`src/rtl/tube_sync.sv`:
```
// rtl/tube_sync.sv - Fully synchronous Tube ULA: HP/PH registers, R3 FIFOs, control, interrupts, parasite reset
module tube_r3_fifo #(
    parameter int         DEPTH     = 2,
    parameter logic [7:0] EMPTY_VAL = 8'h00,
    parameter logic       PRELOAD   = 1'b0
) (
    input  logic       clk,
    input  logic       clr,
    input  logic       v_mode,
    input  logic       push,
    input  logic [7:0] push_data,
    input  logic       pop,
    output logic [7:0] rdata,
    output logic       dav,
    output logic       sav
);
    localparam int PW = $clog2(DEPTH);
    localparam int CW = $clog2(DEPTH + 1);
    localparam logic [CW-1:0] DEPTH_C = CW'(DEPTH);

    logic [7:0]    mem_q [DEPTH];
    logic [7:0]    mem_d [DEPTH];
    logic [PW-1:0] rd_ptr_q, rd_ptr_d;
    logic [PW-1:0] wr_ptr_q, wr_ptr_d;
    logic [CW-1:0] count_q, count_d;
    logic [CW-1:0] cap;
    logic          dav_q, dav_d;
    logic          push_ok, pop_ok;

    function automatic logic [PW-1:0] ptr_inc(input logic [PW-1:0] p);
        return (p == PW'(DEPTH - 1)) ? '0 : p + PW'(1);
    endfunction

    always_comb begin
        cap      = v_mode ? DEPTH_C : CW'(1);
        push_ok  = push && (count_q < cap);
        pop_ok   = pop && (count_q != '0);
        mem_d    = mem_q;
        rd_ptr_d = rd_ptr_q;
        wr_ptr_d = wr_ptr_q;
        count_d  = count_q;
        if (push_ok) begin
            mem_d[wr_ptr_q] = push_data;
            wr_ptr_d        = ptr_inc(wr_ptr_q);
        end
        if (pop_ok) begin
            rd_ptr_d = ptr_inc(rd_ptr_q);
        end
        if (push_ok && !pop_ok) begin
            count_d = count_q + CW'(1);
        end else if (pop_ok && !push_ok) begin
            count_d = count_q - CW'(1);
        end
        // Hysteresis: the flag only moves at full and at empty.
        dav_d = dav_q;
        if (count_d == '0) begin
            dav_d = 1'b0;
        end else if (count_d >= cap) begin
            dav_d = 1'b1;
        end
    end

    always_ff @(posedge clk) begin
        if (clr) begin
            for (int i = 0; i < DEPTH; i++) begin
                mem_q[i] <= 8'h00;
            end
            rd_ptr_q <= '0;
            wr_ptr_q <= PRELOAD ? PW'(1) : '0;
            count_q  <= PRELOAD ? CW'(1) : '0;
            dav_q    <= 1'b0;
        end else begin
            mem_q    <= mem_d;
            rd_ptr_q <= rd_ptr_d;
            wr_ptr_q <= wr_ptr_d;
            count_q  <= count_d;
            dav_q    <= dav_d;
        end
    end

    assign rdata = (count_q != '0) ? mem_q[rd_ptr_q] : EMPTY_VAL;
    assign dav   = v_mode ? dav_q : (count_q != '0);
    assign sav   = v_mode ? ~dav_q : (count_q == '0);
endmodule

module tube_sync #(
    parameter int         R3_DEPTH    = 2,
    parameter logic [7:0] HP3_EMPTY   = 8'hE4,
    parameter logic [7:0] PH3_EMPTY   = 8'h96,
    parameter int         PRST_CYCLES = 2560
) (
    input  logic       clk,
    input  logic       reset,
    input  logic [2:0] h_addr,
    input  logic       h_wr,
    input  logic       h_rd,
    input  logic [7:0] h_wdata,
    output logic [7:0] h_rdata,
    output logic       h_irq,
    input  logic [2:0] p_addr,
    input  logic       p_wr,
    input  logic       p_rd,
    input  logic [7:0] p_wdata,
    output logic [7:0] p_rdata,
    output logic       p_irq,
    output logic       p_nmi,
    output logic       p_rst
);
    localparam int CTL_T = 6;
    localparam int CTL_P = 5;
    localparam int CTL_V = 4;
    localparam int CTL_M = 3;
    localparam int CTL_J = 2;
    localparam int CTL_I = 1;
    localparam int CTL_Q = 0;
    localparam int PCW   = $clog2(PRST_CYCLES + 1);
    localparam logic [PCW-1:0] PRST_C = PCW'(PRST_CYCLES);

    logic [6:0]     ctrl_q, ctrl_d;
    logic [PCW-1:0] prst_cnt_q, prst_cnt_d;
    logic           tube_rst;
    // Index 0/1/2 holds register 1/2/4 (addresses 1/3/7).
    logic [7:0]     hp_data_q [3];
    logic [7:0]     hp_data_d [3];
    logic [7:0]     ph_data_q [3];
    logic [7:0]     ph_data_d [3];
    logic [2:0]     hp_full_q, hp_full_d;
    logic [2:0]     ph_full_q, ph_full_d;
    logic           h_irq_q, h_irq_d;
    logic           p_irq_q, p_irq_d;
    logic           p_nmi_q, p_nmi_d;
    logic [7:0]     hp3_rdata, ph3_rdata;
    logic           hp3_dav, hp3_sav, ph3_dav, ph3_sav;

    function automatic logic [2:0] reg_addr(input int k);
        return (k == 2) ? 3'd7 : 3'(2 * k + 1);
    endfunction

    assign tube_rst = reset | ctrl_q[CTL_T];

    always_comb begin
        ctrl_d = ctrl_q;
        if (h_wr && h_addr == 3'd0) begin
            ctrl_d = h_wdata[7] ? (ctrl_q | h_wdata[6:0]) : (ctrl_q & ~h_wdata[6:0]);
        end
        // Counter is held loaded while P is set, so it restarts on every fall of P.
        if (ctrl_q[CTL_P]) begin
            prst_cnt_d = PRST_C;
        end else if (prst_cnt_q != '0) begin
            prst_cnt_d = prst_cnt_q - PCW'(1);
        end else begin
            prst_cnt_d = '0;
        end
    end

    always_comb begin
        hp_data_d = hp_data_q;
        ph_data_d = ph_data_q;
        hp_full_d = hp_full_q;
        ph_full_d = ph_full_q;
        for (int k = 0; k < 3; k++) begin
            // A same-cycle write wins over the opposite-side read clear.
            if (p_rd && p_addr == reg_addr(k)) hp_full_d[k] = 1'b0;
            if (h_wr && h_addr == reg_addr(k)) begin
                hp_data_d[k] = h_wdata;
                hp_full_d[k] = 1'b1;
            end
            if (h_rd && h_addr == reg_addr(k)) ph_full_d[k] = 1'b0;
            if (p_wr && p_addr == reg_addr(k)) begin
                ph_data_d[k] = p_wdata;
                ph_full_d[k] = 1'b1;
            end
        end
    end

    always_comb begin
        h_irq_d = ctrl_q[CTL_Q] & ph_full_q[2];
        p_irq_d = (ctrl_q[CTL_J] & hp_full_q[2]) | (ctrl_q[CTL_I] & hp_full_q[0]);
        p_nmi_d = ctrl_q[CTL_M] & (hp3_dav | ph3_sav);
    end

    always_ff @(posedge clk) begin
        if (reset) begin
            ctrl_q     <= 7'b0000001;
            prst_cnt_q <= PRST_C;
            h_irq_q    <= 1'b0;
            p_irq_q    <= 1'b0;
            p_nmi_q    <= 1'b0;
        end else begin
            ctrl_q     <= ctrl_d;
            prst_cnt_q <= prst_cnt_d;
            h_irq_q    <= h_irq_d;
            p_irq_q    <= p_irq_d;
            p_nmi_q    <= p_nmi_d;
        end
    end

    always_ff @(posedge clk) begin
        if (tube_rst) begin
            for (int k = 0; k < 3; k++) begin
                hp_data_q[k] <= 8'h00;
                ph_data_q[k] <= 8'h00;
            end
            hp_full_q <= '0;
            ph_full_q <= '0;
        end else begin
            hp_data_q <= hp_data_d;
            ph_data_q <= ph_data_d;
            hp_full_q <= hp_full_d;
            ph_full_q <= ph_full_d;
        end
    end

    tube_r3_fifo #(
        .DEPTH    (R3_DEPTH),
        .EMPTY_VAL(HP3_EMPTY),
        .PRELOAD  (1'b0)
    ) u_hp3 (
        .clk      (clk),
        .clr      (tube_rst),
        .v_mode   (ctrl_q[CTL_V]),
        .push     (h_wr && h_addr == 3'd5),
        .push_data(h_wdata),
        .pop      (p_rd && p_addr == 3'd5),
        .rdata    (hp3_rdata),
        .dav      (hp3_dav),
        .sav      (hp3_sav)
    );

    tube_r3_fifo #(
        .DEPTH    (R3_DEPTH),
        .EMPTY_VAL(PH3_EMPTY),
        .PRELOAD  (1'b1)
    ) u_ph3 (
        .clk      (clk),
        .clr      (tube_rst),
        .v_mode   (ctrl_q[CTL_V]),
        .push     (p_wr && p_addr == 3'd5),
        .push_data(p_wdata),
        .pop      (h_rd && h_addr == 3'd5),
        .rdata    (ph3_rdata),
        .dav      (ph3_dav),
        .sav      (ph3_sav)
    );

    always_comb begin
        h_rdata = 8'hFF;
        case (h_addr)
            3'd0:    h_rdata = {ph_full_q[0], ~hp_full_q[0], ctrl_q[5:0]};
            3'd1:    h_rdata = ph_data_q[0];
            3'd2:    h_rdata = {ph_full_q[1], ~hp_full_q[1], 6'h3F};
            3'd3:    h_rdata = ph_data_q[1];
            3'd4:    h_rdata = {ph3_dav, hp3_sav, 6'h3F};
            3'd5:    h_rdata = ph3_rdata;
            3'd6:    h_rdata = {ph_full_q[2], ~hp_full_q[2], 6'h3F};
            default: h_rdata = ph_data_q[2];
        endcase
    end

    always_comb begin
        p_rdata = 8'hFF;
        case (p_addr)
            3'd0:    p_rdata = {hp_full_q[0], ~ph_full_q[0], ctrl_q[5:0]};
            3'd1:    p_rdata = hp_data_q[0];
            3'd2:    p_rdata = {hp_full_q[1], ~ph_full_q[1], 6'h3F};
            3'd3:    p_rdata = hp_data_q[1];
            3'd4:    p_rdata = {hp3_dav | ph3_sav, ph3_sav, 6'h3F};
            3'd5:    p_rdata = hp3_rdata;
            3'd6:    p_rdata = {hp_full_q[2], ~ph_full_q[2], 6'h3F};
            default: p_rdata = hp_data_q[2];
        endcase
    end

    assign h_irq = h_irq_q;
    assign p_irq = p_irq_q;
    assign p_nmi = p_nmi_q;
    assign p_rst = reset | ctrl_q[CTL_P] | (prst_cnt_q != '0);
endmodule
```
`config.mk`:
```
export PLATFORM = sky130hd
export DESIGN_NAME = tube_sync
export DESIGN_NICKNAME = d
export VERILOG_FILES = /design/src/rtl/tube_sync.sv
export SDC_FILE = /design/constraint.sdc
export NUM_CORES = 1
export LEC_CHECK = 0
export CORE_ASPECT_RATIO = 0.5
export CORE_MARGIN = 3
export CORE_UTILIZATION = 35
export CTS_CLUSTER_DIAMETER = 30
export CTS_CLUSTER_SIZE = 25
export DETAILED_ROUTE_END_ITERATION = 8
export SYNTH_ARGS = -nofsm -noshare
export SYNTH_HDL_FRONTEND = slang
export SYNTH_SLANG_ARGS = --single-unit
```
`constraint.sdc`:
```
create_clock -name clk -period 4.6 [get_ports clk]
set_clock_uncertainty 0.05 [all_clocks]
set_input_delay 1.38 -clock clk [delete_from_list [all_inputs] [get_ports clk]]
set_output_delay 1.38 -clock clk [all_outputs]
set_load 0.01 [all_outputs]
```
==> results.md, run 1 <==
- Status: finished clean
- Clk_lat worst skew: ~410 ps
- Post-layout minimum cycle time: 4543 ps
- DR iter-0 viols: ~390
- Worst Setup End Kind: output pin
- Final-report hold violation count: 0
- Placed insts: 946
- Syn_area_per_cell: between 7 and 8 um2
- WP data required: approximately 3200 ps
- FP Rows: 31
- Synth Area in Compound Gates: 20.05%
- Synth Net Count: 738
- Synthesized area: between 5000 and 6000 um2
- Drt drc: 0
- Post-Synth Simple-Gate Area: roughly 22%
- First-pass GRT wire length: approximately 26000 um
- # setup viols final: 0
- Post-route ant nets: 0
- Cell taking the most area after synthesis: dfxtp_1
- CP arrival: approximately 3100 ps
- Initial antenna violation count: 0
- Root Driver: clkbuf_16
- HP Class: reg -> reg
- Clk slew on worst S/H paths: about 50 ps
- Post-DP HPWL: between 10000 and 15000 um
- Mux share of post-synthesis cell area: under 10%
- Antenna fix cells: 0
- Max-slew violations: 0
- Vias in the first global route: 4922
- Post-synth EDFFs: 0
- YS warnings: 0
- Num CTS Buffers: 17
- Initial Utilization: 36.81%
- Crit path max-delay cell type: clkdlybuf4s50_1
- Die ar.: around 17000 um2
- Pwr Density: between 400 and 500 nW/um2
- Finished Cell Area: between 7000 and 8000 um2
- Most common cell after layout, fill and taps aside: nand2_1
- Worst-Margin Slew: 682.3 ps
- Wirelength per Cell: 16.08 um
- Setup WS pre-CTS: -175.4 ps
- Max_slew headroom: between 50% and 60%
- CP Cell Sequence: clkdlybuf4s50_1 > clkinv_1 > or3_1 > a32o_1 > o21ai_0 > a2bb2oi_1 > dlygate4sd2_1
- Largest family of logic cells by synthesized area: simple AND/OR/NAND/NOR gates
- Sequential area share after synthesis: between 40% and 50%
- FMAX: 220.1 MHz
- Crit path kind: in -> out
- XOR/XNOR share of the synthesized area: between 2 and 2.5%
- Share of layout cells above drive strength 1: 11.54%
- FILL cells: roughly 1.5k
- Largest net degree at the start of global routing: 46
- Io pins: 48
- DR vias/cell: around 5.3
- RePlAce Congestion: roughly 0.90
- Max clock buf depth: 2
- PortBufs: 47
- Most frequent cells in the layout: 142 x nand2_1, 118 x dfxtp_1, 115 x a21oi_1, 72 x nor2_1, 37 x buf_4
- Final WS setup: 57.45 ps
- Post-synth cell types: 49
- Syn-to-layout area delta: 28.72%
- CP max FO: 2
- Core Area: between 10000 and 15000 um2
- Worst setup SP type: primary input
- Tot GR Track Use: about a fifth
- VDD IR max: roughly 0.00028 V
- Via count: between 5k and 6k
- Leakage: between 2 and 3 nW
- Drt pass-1 iters: 5
- Post-DP Area: 6327 um2
- FFs w/ async S/R, synth: 0%
- Ys flop type: dfxtp_1
- CTS tree: built
- Global route total overflow: 0
- Die X: 182.8 um
- Max Cap Viol: 0
- Routed Wire Length: between 15000 and 20000 um
- Max stage delay on crit path: about 530 ps
- Adder-Cell Fraction of Synth Area: under 10%
- TritonCTS sink count: roughly 120
- Setup TNS: 0 ps
- H-tree depth: 4
- Synth top area cells: dfxtp_1 43%, a21oi_1 11%, nand2_1 9.9%
- Fin crit share: ~99%
- Final Non-Filler Cells: 978
- Final nets: 802
- #FFs+latches synth: approximately 120
- Synth Instances: 703
- Share of the synthesized area in the top cell type: a little over two fifths
- Die Y: about 94 um
- RSZ-0062 raised after global routing: false
==> path summary, 6_finish.rpt <==
check                start            end  slack [ps]  cells after the start
min          prst_cnt_q[0]  prst_cnt_q[0]         400                      1
max reg2reg      flip-flop    u_ph3.dav_q        1550                     10
min reg2reg  prst_cnt_q[0]  prst_cnt_q[0]         400                      1
max              h_addr[2]     h_rdata[7]          60                      7
==> power by group <==
group | total, mW | internal (mW) | leakage [nW] | switching [mW]
Sequential | 1.11 | 1.07 | 0.956 | 0.0419
Clock | 1.53 | 1.06 | 0.325 | 0.471
Combinational | 0.429 | 0.197 | 1.44 | 0.232
Total | 3.07 | 2.33 | 2.72 | 0.745
==> worst max-delay path, delay by kind of cell <==
kind                   cells  cell delay (ps)
AND/OR/NAND/NOR            1              380
AO/OA/AOI/OAI              3              450
buffers and inverters      3              910
==> state kept, by name, indices dropped and copies added (netlist names), 3 cells and up, named ones only <==
register     cells
hp_full_q        3
ph_full_q        3
ph_data_q       24
u_hp3.mem_q     16
u_ph3.mem_q     16
prst_cnt_q      12
hp_data_q       24
==> cell type report <==
type                            instances  area [um2]  share of cell area (%)
Multi-Input combinational cell        531        2935                   41.71
Sequential cell                       118        2362                   33.56
Timing Repair Buffer                   86       765.7                   10.88
Clock buffer                           24       481.7                   6.844
Tap cell                              198       247.7                   3.520
Clock inverter                          8       192.7                   2.738
Inverter                               13       52.55                  0.7467
==> cell families after synthesis <==
logic type,after synthesis
and+or+nand+nor,281
AOI/OAI and AO/OA,193
DFF,118
buffers and inverters,54
muxes,31
xor gates and xnor gates,15
adders and majority gates,11
==> cell usage after synthesis, drive strengths merged (3+ instances only) <==
library cell / n
nand2: 144
dfxtp: 118
a21oi: 115
nor2: 72
o21ai: 33
clkbuf: 32
mux2i: 26
nand3: 15
o22ai: 13
xnor2: 13
inv: 11
nor2b: 10
buf: 9
nor3: 9
o22a: 8
ha: 7
or2: 7
a211o: 5
mux2: 5
nand2b: 5
and2: 4
maj3: 4
a211oi: 3
and3b: 3
==> metrics by stage <==
step / util, % / hold WS [ps] / total power, mW
2_1_floorplan: - / 362.8 / 1.401
3_3_place_gp: 42.59 / 376.9 / 1.560
3_5_place_dp: 42.59 / 394.1 / 1.565
4_1_cts: 47.28 / 403.4 / 3.089
5_1_grt: 47.38 / 419.4 / 3.195
6_report: 47.38 / 400.5 / 3.071
==> routing by layer <==
| metal | vias to the layer above | global-route usage [%] | wire (um) |
|---|---|---|---|
| met5 | - | 0 | 0 |
| met2 | 128 | 29.66 | 6880 |
| met1 | 2450 | 25.83 | 7799 |
| met3 | 15 | 4.271 | 885 |
| met4 | 0 | 5.636 | 161 |
| li1 | 2560 | - | - |
==> what timing repair did <==
action	CTS	global route
pin swaps	1	0
endpoints found under the setup margin	16	5
buffers inserted	0	0
gates resized for setup	28	6
endpoints found under the hold margin	0	0
hold buffers	0	0
Power figures use the tool's default switching activity.
==> run 2, diff against run 1 <==
--- a/config.mk
+++ b/config.mk
@@ -11,6 +11,7 @@
 export CTS_CLUSTER_DIAMETER = 30
 export CTS_CLUSTER_SIZE = 25
 export DETAILED_ROUTE_END_ITERATION = 8
+export SKIP_CTS_REPAIR_TIMING = 1
 export SYNTH_ARGS = -nofsm -noshare
 export SYNTH_HDL_FRONTEND = slang
 export SYNTH_SLANG_ARGS = --single-unit
==> run 2 against run 1 <==
Net effect: the flow now finishes with violations (setup timing); clock-buffer cell count stayed put; via count is 0.17% lower; die area unchanged; combinational power increased by 2%; register-to-register slack is essentially flat; sequential share of layout area down 0.28 points; critical path depth unchanged; total power grew 0.30%; final cell count unchanged; worst setup slack lost 77 ps; utilization increased by 0.40 points; global-route usage is 0.053 points lower; critical endpoint is now h_rdata[1]; largest cell class unchanged; largest power group unchanged.
==> results.md, run 2 (same netlist as run 1, synthesis figures left out) <==
- Final nets: 802 (unchanged)
- Initial antenna violation count: 0 (unchanged)
- Most frequent cells in the layout: 143 x nand2_1, 118 x dfxtp_1, 114 x a21oi_1, 71 x nor2_1, 37 x buf_4
- Final Non-Filler Cells: 978 (unchanged)
- # setup viols final: 1 (+1)
- HP Class: reg -> reg
- Setup WS pre-CTS: -175.4 ps (unchanged)
- CP max FO: 7 (+5)
- Status: finished, violations left
- Fin crit share: 100.4% (+1.7 points)
- Via count: 5144 (-0.17%)
- HP Start: prst_cnt_q[0]
- H-tree depth: 4 (unchanged)
- Vias in the first global route: 4903 (-0.39%)
- Global route total overflow: 0 (unchanged)
- Clk_lat worst skew: 410 ps (about the same)
- DR iter-0 viols: 403 (+2.8%)
- Die Y: 94.38 um (unchanged)
- Max clock buf depth: 2 (unchanged)
- Placed insts: 946 (unchanged)
- Initial Utilization: 36.81% (unchanged)
- WP data required: 3170 ps (about the same)
- Setup TNS: -19.57 ps (-19.57 ps)
- DR vias/cell: 5.260 (-0.17%)
- CTS tree: built
- Wirelength per Cell: 16.10 um (+0.14%)
- Share of layout cells above drive strength 1: 11.67% (+0.13 points)
- Post-route ant nets: 0 (unchanged)
- CP arrival: 3190 ps (+80 ps)
- Post-DP HPWL: 11120 um (unchanged)
- Pwr Total: 3.080 mW (+0.30%)
- Max-slew violations: 0 (unchanged)
- Crit path kind: in -> out
- Worst hold stages: 1 (unchanged)
- FILL cells: 1480 (-0.94%)
- PortBufs: 47 (unchanged)
- Reg2Reg Capture Point: u_ph3.dav_q
- RePlAce Congestion: 0.8961 (unchanged)
- Finished Cell Area: 7098 um2 (+0.85%)
- Final WS setup: -19.57 ps (-77.02 ps)
- RSZ-0062 raised after global routing: true
- Die ar.: 17250 um2 (unchanged)
- Syn-to-layout area delta: 29.82%
- Area of the multi-input gates: 2939 um2 (+0.13%)
- Routed Wire Length: 15750 um (+0.14%)
- FP Rows: 31 (unchanged)
- VDD IR max: 0.0002802 V (+0.67%)
- Antenna fix cells: 0 (unchanged)
- Max_slew headroom: 55.08% (+0.73 points)
- TritonCTS sink count: 118 (unchanged)
- Post-layout minimum cycle time: 4620 ps (+77.02 ps)
- Leakage: 2.824 nW (+3.9%)
- Biggest regs: hp_data_q: 24 flops, ph_data_q: 24 flops
- Worst-Margin Slew: 671.3 ps (-10.97 ps)
- Num CTS Buffers: 17 (unchanged)
- Drt drc: 0 (unchanged)
- Io pins: 48 (unchanged)
- Reg area: 2362 um2 (unchanged)
- Worst setup SP type: primary input
- Die X: 182.8 um (unchanged)
- Largest net degree at the start of global routing: 46 (unchanged)
- Core Area: 14860 um2 (unchanged)
- Post-DP Area: 6327 um2 (unchanged)
- Max Cap Viol: 0 (unchanged)
- Failing checks: setup timing
- Most common cell after layout, fill and taps aside: nand2_1
- Endpoint, Worst Hold: prst_cnt_q[0]
- FMAX: 216.5 MHz (-1.7%)
- Worst Setup End Kind: output pin
- Drt pass-1 iters: 5 (unchanged)
- Pwr Density: 434.0 nW/um2 (-0.54%)
- Root Driver: clkbuf_16
- Final-report hold violation count: 0 (unchanged)
- Reg2reg path depth: 10 (unchanged)
- Clk slew on worst S/H paths: 50 ps (about the same)
- First-pass GRT wire length: 25590 um (-0.32%)
- Reg2reg setup slack: 1560 ps (about the same)
- Tot GR Track Use: 18.73% (-0.053 points)
run 2: cell types whose count changed in the layout (fill, tap and decap cells not counted), sizes merged:
cell           change
clkdlybuf4s50      +3
dlygate4sd2       -17
dlymetal6s2s      +14
run 2: worst max-delay path, cell delays in order:
cell             delay, ps
clkdlybuf4s50_1        460
nand2_1                250
o22ai_1                140
a21oi_1                160
a21oi_1                 60
nor2_1                 170
clkdlybuf4s50_1        570
run 2: metal layers:
layer / global-route usage [%] / routed length, um / vias up / share of wire (%)
li1: - / - / 2554 / -
met1: 25.93 / 7741 / 2452 / 49
met2: 29.54 / 6951 / 121 / 44
met3: 4.078 / 880 / 17 / 5.6
met4: 5.510 / 175 / 0 / 1.1
met5: 0 / 0 / - / 0
run 2: where the power goes:
group	internal, mW	switching [mW]
Combinational	0.205	0.232
Sequential	1.07	0.0418
Clock	1.06	0.473
Total	2.33	0.746
run 2: how the worst max path moves through the flow:
stage / startpoint / end / slack [ps] / depth (start not counted)
after floorplan: h_addr[2] / h_rdata[7] / 600 / 6
after global placement: h_addr[2] / h_rdata[7] / -170 / 7
after detailed placement: p_addr[1] / p_rdata[2] / -180 / 7
after CTS: p_addr[1] / p_rdata[2] / -180 / 7
after global routing: h_addr[2] / h_rdata[1] / -110 / 6
final: h_addr[0] / h_rdata[1] / -20 / 7
run 2: cell type report:
type / count / area share [%]
Clock inverter: 8 / 2.715
Inverter: 13 / 0.7403
Sequential cell: 118 / 33.28
Tap cell: 198 / 3.490
Multi-Input combinational cell: 531 / 41.41
Clock buffer: 24 / 6.787
Timing Repair Buffer: 86 / 11.58
run 2: stage by stage:
stage               utilization (%)  hold WS [ps]
floorplan                         -         362.8
global placement              42.59         376.9
detailed placement            42.59         394.1
CTS                           47.13         403.4
global route                  47.78         419.4
finish                        47.78         400.6
==> run 3, diff against run 2 <==
--- a/config.mk
+++ b/config.mk
@@ -7,7 +7,7 @@
 export LEC_CHECK = 0
 export CORE_ASPECT_RATIO = 0.5
 export CORE_MARGIN = 3
-export CORE_UTILIZATION = 35
+export CORE_UTILIZATION = 30
 export CTS_CLUSTER_DIAMETER = 30
 export CTS_CLUSTER_SIZE = 25
 export DETAILED_ROUTE_END_ITERATION = 8
==> run 3 against run 2 <==
Net effect: the flow now finishes without violations; combinational power barely moved; register-to-register slack got worse by 80 ps; critical path depth did not move; via count down 0.23%.
==> results.md, run 3 (same netlist as run 1, synthesis figures left out) <==
- Final Util: 40.27% (-7.5 points)
- Crit path max-delay cell type: clkdlybuf4s50_1
- Reg2reg setup slack: 1480 ps (-80 ps)
- Placed insts: 980 (+3.6%)
- Syn-to-layout area delta: 29.70% (about the same)
- Leakage: 2.779 nW (-1.6%)
- Buf+Inv Stages, Crit Path: 2 (unchanged)
- Largest net degree at the start of global routing: 42 (-8.7%)
- Die ar.: 19980 um2 (+16%)
- Post-route ant nets: 0 (unchanged)
- Via count: 5132 (-0.23%)
- CP arrival: 2980 ps (-210 ps)
- Reg2reg path depth: 12 (+2)
- Endpoint, Worst Hold: ph_data_q[23]
- FP Rows: 34 (+9.7%)
- Worst hold stages: 2 (+1)
- TritonCTS sink count: 118 (unchanged)
- Core Area: 17610 um2 (+19%)
- Max_slew headroom: 50.77% (-4.3 points)
- Initial antenna violation count: 0 (unchanged)
- Most common cell after layout, fill and taps aside: nand2_1
- Vias in the first global route: 4948 (+0.92%)
- Routed Wire Length: 16330 um (+3.7%)
- CP max FO: 7 (unchanged)
- Initial Utilization: 31.05% (-5.8 points)
- Global route total overflow: 0 (unchanged)
- FMAX: 226.9 MHz (+4.8%)
- Wirelength per Cell: 16.14 um (+0.23%)
- CP top delay family: buffers and inverters
- Max stage delay on crit path: 480 ps (-90 ps)
- RePlAce Congestion: 0.8956 (about the same)
- PortBufs: 47 (unchanged)
- DR vias/cell: 5.071 (-3.6%)
- Most frequent cells in the layout: 143 x nand2_1, 118 x dfxtp_1, 115 x a21oi_1, 72 x nor2_1, 35 x buf_4
- Io pins: 48 (unchanged)
- First-pass GRT wire length: 26430 um (+3.3%)
- Drt drc: 0 (unchanged)
- Share of layout cells above drive strength 1: 11.44% (-0.23 points)
- Worst setup SP type: primary input
- HP Start: ph_data_q[23]
- Post-DP Area: 6370 um2 (+0.67%)
- Worst Setup End Kind: output pin
- Post-DP HPWL: 11560 um (+3.9%)
- Clk_lat worst skew: 410 ps (about the same)
- WP data required: 3170 ps (about the same)
- Worst-Margin Slew: 735.7 ps (+64.42 ps)
- Root Driver: clkbuf_16
- H-tree depth: 4 (unchanged)
- Crit path kind: in -> out
- Final nets: 800 (-0.25%)
- Die X: 196.9 um (+7.8%)
- Drt pass-1 iters: 5 (unchanged)
- Pwr Density: 428.8 nW/um2 (-1.2%)
- CP Cell Sequence: dlymetal6s2s_1 > nand2_1 > o22ai_1 > a21oi_1 > a21oi_1 > nor2_1 > clkdlybuf4s50_1
- Reg2Reg Capture Point: u_ph3.dav_q
- Final Non-Filler Cells: 1012 (+3.5%)
- Status: finished clean
- Max-slew violations: 0 (unchanged)
- Num CTS Buffers: 17 (unchanged)
- Post-layout minimum cycle time: 4407 ps (-212.4 ps)
- Fin crit share: 95.81% (-4.6 points)
- CTS tree: built
- Clk slew on worst S/H paths: 50 ps (about the same)
- HP Class: reg -> reg
- RSZ-0062 raised after global routing: false
- Final-report hold violation count: 0 (unchanged)
- Crit Reg-Reg Startpoint: u_ph3.count_q[1]
- Antenna fix cells: 0 (unchanged)
- VDD IR max: 0.0002532 V (-9.6%)
- Die Y: 101.5 um (+7.5%)
- Finished Cell Area: 7092 um2 (about the same)
- Biggest regs: hp_data_q: 24 flops, ph_data_q: 24 flops
- Max Cap Viol: 0 (unchanged)
- Worst path most repeated cell: a21oi_1
- # setup viols final: 0 (-1)
- Max clock buf depth: 2 (unchanged)
- DR iter-0 viols: 372 (-7.7%)
- Tot GR Track Use: 16.73% (-2.0 points)
==> run 3: cell types whose count changed in the layout (fill, tap and decap cells not counted), sizes merged <==
cell,change
clkinvlp,+2
buf,-2
bufinv,-1
clkdlybuf4s50,+4
inv,+1
clkbuf,-4
dlymetal6s2s,-4
clkinv,+2
==> run 3: final cells by class <==
| class | instances | area (um2) |
|---|---|---|
| clock buffers | 20 | 466.7 |
| clock inverters | 12 | 198.9 |
| fillers | 1789 | 10520 |
| inverters | 13 | 48.80 |
| multi-input cells | 531 | 2917 |
| flip-flops and latches | 118 | 2362 |
| well taps | 234 | 292.8 |
| repair buffers | 84 | 805.8 |
==> run 3: layer usage <==
metal  vias up  track usage, %  routed length (um)
li1       2544               -                   -
met1      2456           23.37                8124
met2       114           26.98                7360
met3        18           2.858                 662
met4         0           4.595                 187
met5         -               0                   0
==> run 3: through the flow <==
stage / TNS [ps] / setup slack, ps / power, mW / hold slack [ps]
4_1_cts: -2322 / -204.8 / 3.058 / 403.8
6_report: 0 / 192.8 / 3.041 / 404.6
5_1_grt: 0 / 142.0 / 3.155 / 417.7
3_3_place_gp: -2185 / -195.1 / 1.558 / 380.1
3_5_place_dp: -2038 / -178.3 / 1.567 / 396.4
2_1_floorplan: 0 / 601.8 / 1.401 / 362.8
==> run 3: worst min-delay path: cells and delay by family, from the launching register on <==
kind | cells | cell delay, ps
compound gates | 1 | 50
flops | 1 | 310
simple gates | 1 | 50
==> run 3: how the worst max path moves through the flow <==
| stage | slack, ps | start | endpoint | cells after the start |
|---|---|---|---|---|
| after detailed placement | -180 | p_addr[1] | p_rdata[5] | 7 |
| after global placement | -200 | p_addr[1] | p_rdata[5] | 7 |
| after global routing | 140 | p_addr[1] | p_rdata[5] | 7 |
| after CTS | -200 | p_addr[1] | p_rdata[5] | 7 |
| final | 190 | p_addr[1] | p_rdata[5] | 7 |
| after floorplan | 600 | h_addr[2] | h_rdata[7] | 6 |
==> run 3: where the power goes <==
group,total (mW),internal (mW),switching (mW)
Combinational,0.435,0.203,0.231
Sequential,1.11,1.07,0.0428
Clock,1.49,1.00,0.490
